$ cat src/rtl/serial_tx.sv
// Byte-serial 8N1/8N2 transmitter with a 2**FIFO_AW-entry input FIFO and a registered txd.
// Optional parity bit between data and stop bits when SERIAL_TX_PARITY_EN is defined.
module serial_tx #(
    parameter int FIFO_AW   = 4,
    parameter int DIV_W     = 16,
    parameter int STOP_BITS = 1
) (
    input  logic               clk,
    input  logic               reset_n,
    input  logic [DIV_W-1:0]   divisor,
    input  logic               parity_odd,
    input  logic [7:0]         tx_data,
    input  logic               tx_valid,
    output logic               tx_ready,
    output logic               txd,
    output logic               busy,
    output logic [FIFO_AW:0]   fifo_level
);

    localparam logic [FIFO_AW:0] FULL_LVL = {1'b1, {FIFO_AW{1'b0}}};

    typedef enum logic [2:0] {
        S_IDLE,
        S_LOAD,
        S_START,
        S_DATA,
        S_PARITY,
        S_STOP
    } state_t;

    state_t             state_q, state_d;
    logic               txd_q, txd_d;
    logic [DIV_W-1:0]   cnt_q, cnt_d;
    logic [DIV_W-1:0]   period_q, period_d;
    logic [7:0]         shift_q, shift_d;
    logic [2:0]         idx_q, idx_d;
    logic [FIFO_AW-1:0] wr_ptr_q, wr_ptr_d;
    logic [FIFO_AW-1:0] rd_ptr_q, rd_ptr_d;
    logic [FIFO_AW:0]   level_q, level_d;
    logic [7:0]         mem [2**FIFO_AW];
    logic [7:0]         head;
    logic [DIV_W-1:0]   div_eff;
    logic               push, pop, bit_end;
`ifdef SERIAL_TX_PARITY_EN
    logic               parity_q, parity_d;
`else
    logic               unused_parity_odd;
    assign unused_parity_odd = parity_odd;
`endif

    assign tx_ready   = (level_q != FULL_LVL);
    assign push       = tx_valid && tx_ready;
    assign head       = mem[rd_ptr_q];
    assign div_eff    = (divisor < DIV_W'(8)) ? DIV_W'(8) : divisor;
    assign bit_end    = (cnt_q == '0);
    assign txd        = txd_q;
    assign busy       = (state_q != S_IDLE) || (level_q != '0);
    assign fifo_level = level_q;

    always_ff @(posedge clk) begin
        if (push) begin
            mem[wr_ptr_q] <= tx_data;
        end
    end

    always_comb begin
        state_d  = state_q;
        txd_d    = txd_q;
        cnt_d    = cnt_q;
        period_d = period_q;
        shift_d  = shift_q;
        idx_d    = idx_q;
        pop      = 1'b0;
`ifdef SERIAL_TX_PARITY_EN
        parity_d = parity_q;
`endif
        case (state_q)
            S_IDLE: begin
                txd_d = 1'b1;
                if (level_q != '0) state_d = S_LOAD;
            end
            S_LOAD: pop = 1'b1;
            S_START: begin
                if (!bit_end) begin
                    cnt_d = cnt_q - 1'b1;
                end else begin
                    state_d = S_DATA;
                    txd_d   = shift_q[0];
                    cnt_d   = period_q - 1'b1;
                    idx_d   = '0;
                end
            end
            S_DATA: begin
                if (!bit_end) begin
                    cnt_d = cnt_q - 1'b1;
                end else begin
                    cnt_d = period_q - 1'b1;
                    if (idx_q == 3'd7) begin
                        idx_d = '0;
`ifdef SERIAL_TX_PARITY_EN
                        state_d = S_PARITY;
                        txd_d   = parity_q;
`else
                        state_d = S_STOP;
                        txd_d   = 1'b1;
`endif
                    end else begin
                        shift_d = shift_q >> 1;
                        txd_d   = shift_q[1];
                        idx_d   = idx_q + 1'b1;
                    end
                end
            end
            S_PARITY: begin
                if (!bit_end) begin
                    cnt_d = cnt_q - 1'b1;
                end else begin
                    state_d = S_STOP;
                    txd_d   = 1'b1;
                    cnt_d   = period_q - 1'b1;
                    idx_d   = '0;
                end
            end
            S_STOP: begin
                if (!bit_end) begin
                    cnt_d = cnt_q - 1'b1;
                end else if (idx_q == 3'(STOP_BITS - 1)) begin
                    // Loading during the last stop clock keeps frames gap-free.
                    if (level_q != '0) pop = 1'b1;
                    else state_d = S_IDLE;
                end else begin
                    idx_d = idx_q + 1'b1;
                    cnt_d = period_q - 1'b1;
                end
            end
            default: state_d = S_IDLE;
        endcase

        if (pop) begin
            shift_d  = head;
            period_d = div_eff;
            cnt_d    = div_eff - 1'b1;
            txd_d    = 1'b0;
            state_d  = S_START;
`ifdef SERIAL_TX_PARITY_EN
            parity_d = (^head) ^ parity_odd;
`endif
        end

        wr_ptr_d = push ? wr_ptr_q + 1'b1 : wr_ptr_q;
        rd_ptr_d = pop  ? rd_ptr_q + 1'b1 : rd_ptr_q;
        case ({push, pop})
            2'b10:   level_d = level_q + 1'b1;
            2'b01:   level_d = level_q - 1'b1;
            default: level_d = level_q;
        endcase
    end

    always_ff @(posedge clk or negedge reset_n) begin
        if (!reset_n) begin
            state_q  <= S_IDLE;
            txd_q    <= 1'b1;
            cnt_q    <= '0;
            period_q <= DIV_W'(8);
            shift_q  <= '0;
            idx_q    <= '0;
            wr_ptr_q <= '0;
            rd_ptr_q <= '0;
            level_q  <= '0;
`ifdef SERIAL_TX_PARITY_EN
            parity_q <= 1'b0;
`endif
        end else begin
            state_q  <= state_d;
            txd_q    <= txd_d;
            cnt_q    <= cnt_d;
            period_q <= period_d;
            shift_q  <= shift_d;
            idx_q    <= idx_d;
            wr_ptr_q <= wr_ptr_d;
            rd_ptr_q <= rd_ptr_d;
            level_q  <= level_d;
`ifdef SERIAL_TX_PARITY_EN
            parity_q <= parity_d;
`endif
        end
    end

endmodule
$ cat config.mk
export PLATFORM = sky130hd
export DESIGN_NAME = serial_tx
export DESIGN_NICKNAME = d
export VERILOG_FILES = /design/src/rtl/serial_tx.sv
export SDC_FILE = /design/constraint.sdc
export NUM_CORES = 1
export LEC_CHECK = 0
export BUFFER_PORTS_ARGS = -buffer_cell sky130_fd_sc_hd__buf_2
export CORE_UTILIZATION = 35
export CTS_CLUSTER_SIZE = 40
export DETAILED_ROUTE_END_ITERATION = 6
export SETUP_SLACK_MARGIN = 0.02
export SYNTH_ARGS = -nofsm -noshare
export SYNTH_HDL_FRONTEND = slang
export SYNTH_SLANG_ARGS = --single-unit
$ cat constraint.sdc
create_clock -name clk -period 5.7 [get_ports clk]
set_input_delay 1.14 -clock clk [delete_from_list [all_inputs] [get_ports clk]]
set_output_delay 1.14 -clock clk [all_outputs]
set_load 0.05 [all_outputs]
# After elaboration in Yosys (flattened, before gate mapping)
# Memory sizes are Yosys's and may differ from the RTL's.
# Index checks and enable logic that the tools add are counted.
# totals
n_memories,1
elab_cells,102
ram_bits,128
input_bits,28
register_bits,60
out_inout_bits,8
# op_classes
n_reduce_logical,20
n_mux,39
order_cmp,1
n_eq_ne,24
add_sub_neg,8
# memory_table
name,words,width,rd,rd_clocked_by_memory_dff,write_ports,line_no,source
mem,16,8,1,0,1,40,logic [7:0] mem [2**FIFO_AW];
# op_table
operator,n
two-way mux 16 bit,5
subtractor 16 x 1 -> 16 bit (second input constant),3
two-way mux 3 bit,14
two-way mux 8 bit,4
case mux 16 bit (2 select lines),1
inequality test 3 bit (second input constant),8
case mux 3 bit (6 select lines),1
logical NOT 16 bit,1
< comparator 16 x 4 -> 1 bit (second input constant),1
two-way mux 1 bit,10
inequality test 2 bit (second input constant),5
case mux 5 bit (2 select lines),1
nonzero test 5 bit,2
== test 3 bit (second input constant),3
case mux 3 bit (3 select lines),1
AND reduction 9 bit,1
nonzero test 3 bit,3
adder 4 x 1 -> 4 bit (second input constant),2
== test 3 x 2 -> 1 bit (second input constant),2
logical NOT 3 bit,2
nonzero test 2 bit,3
adder 5 x 1 -> 5 bit (second input constant),1
inequality test 5 bit (second input constant),1
AND reduction 5 bit,1
other kinds (16),16

# Logic depth before layout (Yosys ltp)
# Gate-level depths: netlist (run 1).
# logic_depth
word_depth,7
ltp_mapped,18
depth_no_buf,15

# Worst setup path before layout (run 1)
# Ideal clock, no wire load.
# synth_timing
path_type,flip-flop to flip-flop
startpoint,"register level_q[0], in the netlist fifo_level[0]"
endpoint,"register level_q[4], in the netlist fifo_level[4]"
t_required_ps,5574
setup_time_ps,126
arrival_ps,3334
path_slack_ps,2240
synth_period_minus_slack_ps,3460
n_path_buf,3
stages_incl_launch_ff,17
cell_sequence,dfrtp_1 -> nor4_4 -> a21boi_4 -> a21oi_4 -> inv_4 -> buf_6 -> clkbuf_1 -> clkbuf_1 -> ha_1 -> inv_1 -> fa_1 -> inv_1 -> a21o_1 -> a21oi_1 -> xnor2_1 -> nor2_1 -> xnor2_1
# synth_between
elab_chain_len,7
elab_cells_between_ends,13
cone_classes,add/sub (2); eq/ne (3); mux (5); reduce/logical (3)
# synth_rtl
item,line_no,source
start: declaration,39,"logic [FIFO_AW:0] level_q, level_d;"
start signal: assignment,182,level_q <= level_d;
nonzero test 5 bit,129,if (level_q != '0) pop = 1'b1;
two-way mux 1 bit,129,
two-way mux 1 bit,127,end else if (idx_q == 3'(STOP_BITS - 1)) begin
two-way mux 1 bit,125,if (!bit_end) begin
case mux 1 bit (2 select lines),77,case (state_q)
== test 2 x 1 -> 1 bit or == test 2 bit (tied branches),152,"case ({push, pop})"
case mux 5 bit (2 select lines) or nonzero test 2 bit (tied branches),--,
# Several ways; a longest one is shown, not always the timed one.
# A chain may end at the register's enable or synchronous reset.

# Final worst setup path (run 1)
# layout_timing
startpoint,register cnt_q[2]
endpoint,register cnt_q[14]
# layout_between
elab_chain_len,5
elab_cells_between_ends,11
cone_classes,add/sub (1); eq/ne (1); mux (6); reduce/logical (3)
# layout_rtl
item,line_no,source
start: declaration,33,"logic [DIV_W-1:0] cnt_q, cnt_d;"
start signal: assignment,176,cnt_q <= cnt_d;
branches (longest 5 deep; another with subtractor 16 x 1 -> 16 bit),--,
# Parallel ways; which one is timed is not known.

==> flow_metrics.py, run 1 <==
metrics = {
    "placement": {
        "place_hpwl_um": 11070,
        "dp_cells": 916,
        "placed_area_um2": 9009,
        "gp_congestion": 0.7995,
        "io_buffers": 34,
    },
    "setup_path": {
        "critPathBufInv": 1,
        "cp_cell_sequence": "nor4_1 -> and4_2 -> a21oi_4 -> buf_4 -> o32ai_2 -> ha_1 -> nor3b_1 -> a32o_1 -> nand4_4 -> nor4_2 -> xor2_1 -> o21ai_1",
        "cp.required_ns": 5.99,
        "startpoint": "cnt_q[2]",
        "crit_family": "simple AND/OR/NAND/NOR gates",
        "critPathMaxFanout": 41,
        "cp-start-kind": "register",
        "arrival_ns": 4.10,
        "worst_setup_path_end_kind": "register",
        "critPathKind": "reg -> reg",
        "reg2reg_from": "cnt_q[2]",
        "crit_cells": 12,
        "crit_path_top_delay_cell": "and4_2",
        "r2r_cells": 12,
        "cp_slowest_stage_delay_ns": 0.65,
    },
    "clock_network": {
        "clock_path_buffers": 2,
        "clkTransAtPathRegs_ns": 0.08,
        "ctsHoldBuffers": 0,
        "worst_skew_pair.late_latency_ns": 0.44,
        "ctsResizeCount": 0,
        "cts_tree": "done",
        "cts.sinks": 188,
        "ctsHtreeMaxLevel": 4,
        "root_buffer": "clkbuf_16",
        "cts_buffers": 17,
        "postCtsSetupBuffers": 0,
    },
    "power_and_ir_drop": {
        "p_sw_mw": 1.890,
        "power_frac_seq_pct": 39.4,
        "power.total_mw": 5.067,
        "p_int_mw": 3.176,
        "p_sw_share_pct": 37.31,
        "p_leak_nw": 3.441,
        "power_frac_comb_pct": 37.1,
        "vdd_drop_max_v": 0.0002324,
        "powerDensity_nw_per_um2": 526.9,
        "clockPowerShare_pct": 23.5,
    },
    "timing": {
        "worst_slew_pin_slew_ns": 0.9461,
        "fmax_mhz": 262.1,
        "hold_viol": 0,
        "post-route-period-util_pct": 66.94,
        "setup_viol_count_final": 0,
        "finalSetupTns_ns": 0,
        "slew_viol_final": 0,
        "period_minus_slack_ns": 3.815,
        "relSlewSlack_pct": 36.93,
        "fin_skew_ns": 0.01071,
        "rsz0062_at_grt": "no",
    },
    "final_layout": {
        "syn_to_final_growth_pct": 13.13,
        "nNetsFinal": 658,
        "drive_gt1_share_pct": 23.69,
        "stdcell_area_um2": 9617,
        "final_cells": 948,
        "nFillCells": 2188,
        "diodes": 0,
    },
    "synthesis": {
        "synth_fp_nets": 626,
        "synth_warnings": 0,
        "ys_async_sr_fraction_pct": 31.91,
        "yosys.cell_types.count": 66,
        "synth_edf_count": 128,
        "synthTopCellsByArea": "edfxtp_1 (45%), dfrtp_1 (17%), mux4_2 (11%), nand2_1 (3.9%), ha_1 (1.9%)",
        "syn_area_um2": 8501,
        "synth-seq-cells": 188,
        "ys.flop_type": "edfxtp_1",
        "synth_top_area_cell": "edfxtp_1",
        "syn_area_per_cell_um2": 14.56,
        "synth_top_area_share_pct": 45.22,
        "synth.yosys.seq_area_share_pct": 62.91,
        "synthCells": 584,
    },
    "drt": {
        "route.detailed.drc": 0,
        "routed_wl_um": 16600,
        "routedWlPerCell_um": 17.51,
        "dr.pass1.iters": 7,
        "via_per_inst": 5.035,
        "ant_nets": 0,
        "dr.first_iter.drc_count": 391,
        "vias": 4773,
    },
    "global_route": {
        "grt_pass1_wl_um": 27000,
        "track_usage_pct": 14.60,
        "grt_overflow": 0,
        "antenna_found_initial": 0,
        "grt_max_degree": 61,
        "grt_pass1_vias": 4960,
    },
    "run": {
        "maxCapViolations": 0,
    },
    "floorplanning": {
        "initial_utilization_pct": 36.00,
        "die-height_um": 157.8,
        "die_area_um2": 24920,
        "num_io_pins": 36,
        "rows": 56,
        "core_um2": 23610,
        "die_w_um": 157.8,
    },
    "min_path": {
        "hold_start": "period_q[6]",
        "hold_depth": 2,
        "hp-class": "reg -> reg",
    },
    "status": {
        "status": "finished, final reports clean",
    },
}
==> through the flow <==
stage,setup slack (ns),utilization [%],hold WS (ns)
after detailed placement,1.644,38.15,0.4636
final,1.885,40.73,0.4761
after global placement,1.649,38.15,0.4515
after floorplan,2.240,-,0.4391
after global routing,1.651,40.73,0.4941
after CTS,1.861,40.73,0.4834
==> power groups by stage <==
stage | registers (mW) | clock network [mW] | logic (mW)
final | 2.00 | 1.19 | 1.88
after global routing | 2.03 | 1.27 | 2.08
after CTS | 2.00 | 1.22 | 1.91
after detailed placement | 2.03 | 0 | 1.90
after global placement | 2.01 | 0 | 1.85
after floorplan | 1.98 | 0 | 1.50
==> synth_stat cells, types with 2 or more instances <==
cell and number:
mux4_2 40, o21a_1 7, nor4_1 6, nor3b_1 3, ha_1 13, nor3_1 6
a32o_1 2, a21o_1 2, dfrtp_1 58, o21ai_1 7, nor4_4 2, nand4_1 5
nand3b_1 2, a2bb2oi_4 3, nor3_2 2, o32ai_2 2, clkbuf_1 18, a21oi_1 16
buf_1 5, nor2_1 36, dfstp_2 2, buf_6 2, nand2_1 89, a31oi_1 13
nand3_1 3, edfxtp_1 128, xnor2_1 13, nand3_4 2, and2_1 3, nor2b_1 3
mux2i_1 3, a22o_1 2, o21ai_0 19, o32ai_1 4, buf_2 5, xor2_1 10
inv_1 13, nor4_2 2, nand2b_1 6
==> worst min-delay path, stage by stage (launching register included) <==
cell	delay (ns)
dfrtp_1	0.35
nand2_1	0.05
nand2_1	0.05
==> cell usage in the layout (no fill, tap or decap), drive strengths merged, types with 3 or more instances in the layout <==
cell	synthesis	final
a21oi	17	17
a2bb2oi	4	4
a31oi	13	13
and2	3	3
buf	13	44
clkbuf	18	17
clkinv	0	6
dfrtp	58	58
edfxtp	128	128
ha	13	13
inv	15	23
mux2i	3	3
mux4	40	40
nand2	89	89
nand2b	6	6
nand3	5	5
nand4	6	6
nor2	36	36
nor2b	3	3
nor3	9	9
nor3b	4	4
nor4	10	10
o21a	7	7
o21ai	27	27
o32ai	6	6
xnor2	13	13
xor2	10	10
==> flip-flops by register name (all words and copies together) (netlist names) <==
signal,count
fifo_level,5
mem,128
cnt_q,16
rd_ptr_q,4
idx_q,3
state_q,3
shift_q,8
wr_ptr_q,4
period_q,16
txd,1
==> logic make-up after synthesis <==
logic type	after synthesis	share of synthesized area (%)
AOI/OAI and AO/OA	91	8.302
xor gates and xnor gates	23	2.370
adders and majority gates	14	2.149
buffers and inverters	46	2.355
DFF	188	62.91
muxes	44	11.08
and+or+nand+nor	178	10.83
==> path summary, 6_finish.rpt <==
kind                                      end  slack (ns)
worst min-delay path              period_q[6]        0.48
worst min register to register    period_q[6]        0.48
worst max register to register      cnt_q[14]        1.88
min in group asynchronous       fifo_level[2]        0.85
worst max-delay path                cnt_q[14]        1.88
max in group asynchronous         rd_ptr_q[0]        4.24
==> area by class of cell <==
class	instances	area (um2)	share of cell area, %
Sequential cell	188	5349	55.62
Multi-Input combinational cell	350	2957	30.74
Clock inverter	15	182.7	1.900
Clock buffer	17	425.4	4.424
Inverter	15	58.81	0.6115
Timing Repair Buffer	44	245.2	2.550
Tap cell	319	399.1	4.150
==> per-layer routing <==
metal  GRT usage (%)  vias to the layer above  routed length, um
met4           4.068                        0                167
met2           25.01                       66               8238
met1           18.46                     2434               7582
li1                -                     2261                  -
met5               0                        -                  0
met3           3.312                       12                609
Power figures use the tool's default switching activity.
==> run 2, diff against run 1 <==
- clock period: 5.7 -> 3.8 ns (I/O delays scaled with it)
==> flow_metrics.py, run 2 (synthesis results as in run 1) <==
metrics = {
    "timing": {
        "fin_skew_ns": 0.01496,
        "post-route-period-util_pct": 87.04,
        "period_minus_slack_ns": 3.308,
        "finalSetupTns_ns": 0,
        "slew_viol_final": 0,
        "fmax_mhz": 302.3,
        "setup_viol_count_final": 0,
        "hold_viol": 0,
        "worst_slew_pin_slew_ns": 1.104,
        "relSlewSlack_pct": 26.40,
        "rsz0062_at_grt": "no",
    },
    "final_layout": {
        "diodes": 0,
        "multi_input_area_um2": 2957,
        "top_regs": "mem: 128 flops, cnt_q: 16 flops, period_q: 16 flops",
        "area.sequential_um2": 5349,
        "nFillCells": 2188,
        "top_register": "mem",
        "nNetsFinal": 665,
        "final_common_cell": "edfxtp_1",
        "final_cell_mix": "edfxtp_1 (128), nand2_1 (89), dfrtp_1 (57)",
        "final_util_pct": 40.78,
        "stdcell_area_um2": 9629,
        "syn_to_final_growth_pct": 13.28,
        "drive_gt1_share_pct": 24.53,
        "largest_reg_flops": 128,
    },
    "placement": {
        "place_hpwl_um": 11640,
        "placed_area_um2": 9061,
        "gp_congestion": 0.8255,
        "io_buffers": 34,
    },
    "floorplanning": {
        "num_io_pins": 36,
        "die_w_um": 157.8,
        "rows": 56,
        "core_um2": 23610,
        "die_area_um2": 24920,
        "die-height_um": 157.8,
        "initial_utilization_pct": 36.00,
    },
    "setup_path": {
        "cp-start-kind": "register",
        "r2r_setup_slack_ns": 0.49,
        "startpoint": "idx_q[0]",
        "critPathKind": "reg -> reg",
        "r2r_cells": 14,
        "arrival_ns": 3.63,
        "crit_path_end": "cnt_q[12]",
        "critPathMaxFanout": 10,
        "worst_setup_path_end_kind": "register",
        "cp.required_ns": 4.13,
        "worstReg2RegEnd": "cnt_q[12]",
        "reg2reg_from": "idx_q[0]",
    },
    "clock_network": {
        "cts_tree": "done",
        "postCtsSetupBuffers": 0,
        "cts_buffers": 17,
        "root_buffer": "clkbuf_16",
        "ctsHoldBuffers": 0,
        "clock_path_buffers": 2,
        "ctsResizeCount": 0,
        "cts.sinks": 188,
        "ctsHtreeMaxLevel": 4,
        "clkTransAtPathRegs_ns": 0.08,
        "worst_skew_pair.late_latency_ns": 0.44,
    },
    "power_and_ir_drop": {
        "p_leak_nw": 3.464,
        "p_int_mw": 4.774,
        "vdd_drop_max_v": 0.0003350,
        "powerDensity_nw_per_um2": 789.1,
        "p_sw_share_pct": 37.18,
        "clockPowerShare_pct": 22.7,
        "p_sw_mw": 2.825,
        "power_frac_seq_pct": 39.9,
        "power_frac_comb_pct": 37.4,
    },
    "global_route": {
        "grt_pass1_vias": 5069,
        "grt_max_degree": 47,
        "track_usage_pct": 14.54,
        "antenna_found_initial": 0,
        "grt_pass1_wl_um": 27100,
        "grt_overflow": 0,
    },
    "drt": {
        "dr.first_iter.drc_count": 353,
        "route.detailed.drc": 0,
        "routedWlPerCell_um": 17.45,
        "vias": 4876,
        "dr.pass1.iters": 4,
        "via_per_inst": 5.106,
        "ant_nets": 0,
        "routed_wl_um": 16670,
    },
    "min_path": {
        "hold_start": "period_q[6]",
        "hp-class": "reg -> reg",
    },
    "run": {
        "maxCapViolations": 0,
    },
    "status": {
        "status": "finished, final reports clean",
    },
}
-- run 2: cell types whose count changed in the layout (fill, tap and decap cells not counted) --
cell / change
buf_4: +7
clkinv_8: -3
clkinv_2: +2
inv_12: -2
inv_8: +2
inv_6: +1
-- run 2: power groups by stage --
stage / Clock (mW) / Combinational (mW) / Sequential (mW)
6_report: 1.73 / 2.84 / 3.03
3_3_place_gp: 0 / 2.78 / 3.05
5_1_grt: 1.83 / 3.11 / 3.09
3_5_place_dp: 0 / 2.87 / 3.07
4_1_cts: 1.76 / 2.88 / 3.03
2_1_floorplan: 0 / 2.25 / 2.98
-- run 2: worst min-delay path by stage --
stage               cells after the start            to  slack, ns
detailed placement                      2  period_q[15]       0.46
global route                            2  period_q[15]       0.50
global placement                        2  period_q[11]       0.45
floorplan                               2  period_q[15]       0.44
CTS                                     2   period_q[6]       0.48
finish                                  2   period_q[6]       0.47
-- run 2: metrics by stage --
step / hold slack, ns / setup WS, ns / cells / power (mW)
floorplan: 0.4391 / 0.3403 / 584 / 5.228
global placement: 0.4521 / 0.3662 / 923 / 5.832
detailed placement: 0.4601 / 0.2408 / 923 / 5.949
CTS: 0.4787 / 0.4712 / 955 / 7.667
global route: 0.5007 / 0.2640 / 955 / 8.029
finish: 0.4749 / 0.4924 / 955 / 7.599
-- run 2: worst max-delay path, cell delays in order, from the launching register on --
cell      delay, ns
dfrtp_1        0.39
inv_1          0.09
ha_1           0.16
and4bb_1       0.21
a21boi_4       0.40
a21oi_4        0.12
buf_4          0.19
o32ai_2        0.13
ha_1           0.25
nor3b_1        0.21
a32o_1         0.26
nand4_4        0.17
nor4b_2        0.35
xor2_1         0.19
o21ai_1        0.08
-- run 2: metal layers --
layer	wire (um)	GRT usage [%]
met5	0	0
met3	468	3.039
met2	8451	25.24
met4	300	5.270
met1	7446	17.80
-- run 2: area by class of cell --
class                      instances  share of cell area [%]
timing repair buffer              51                   3.093
multi-input combinational        350                   30.70
clock inverter                    15                   1.481
inverter                          15                  0.6107
tap                              319                   4.145
sequential                       188                   55.55
clock buffer                      17                   4.418
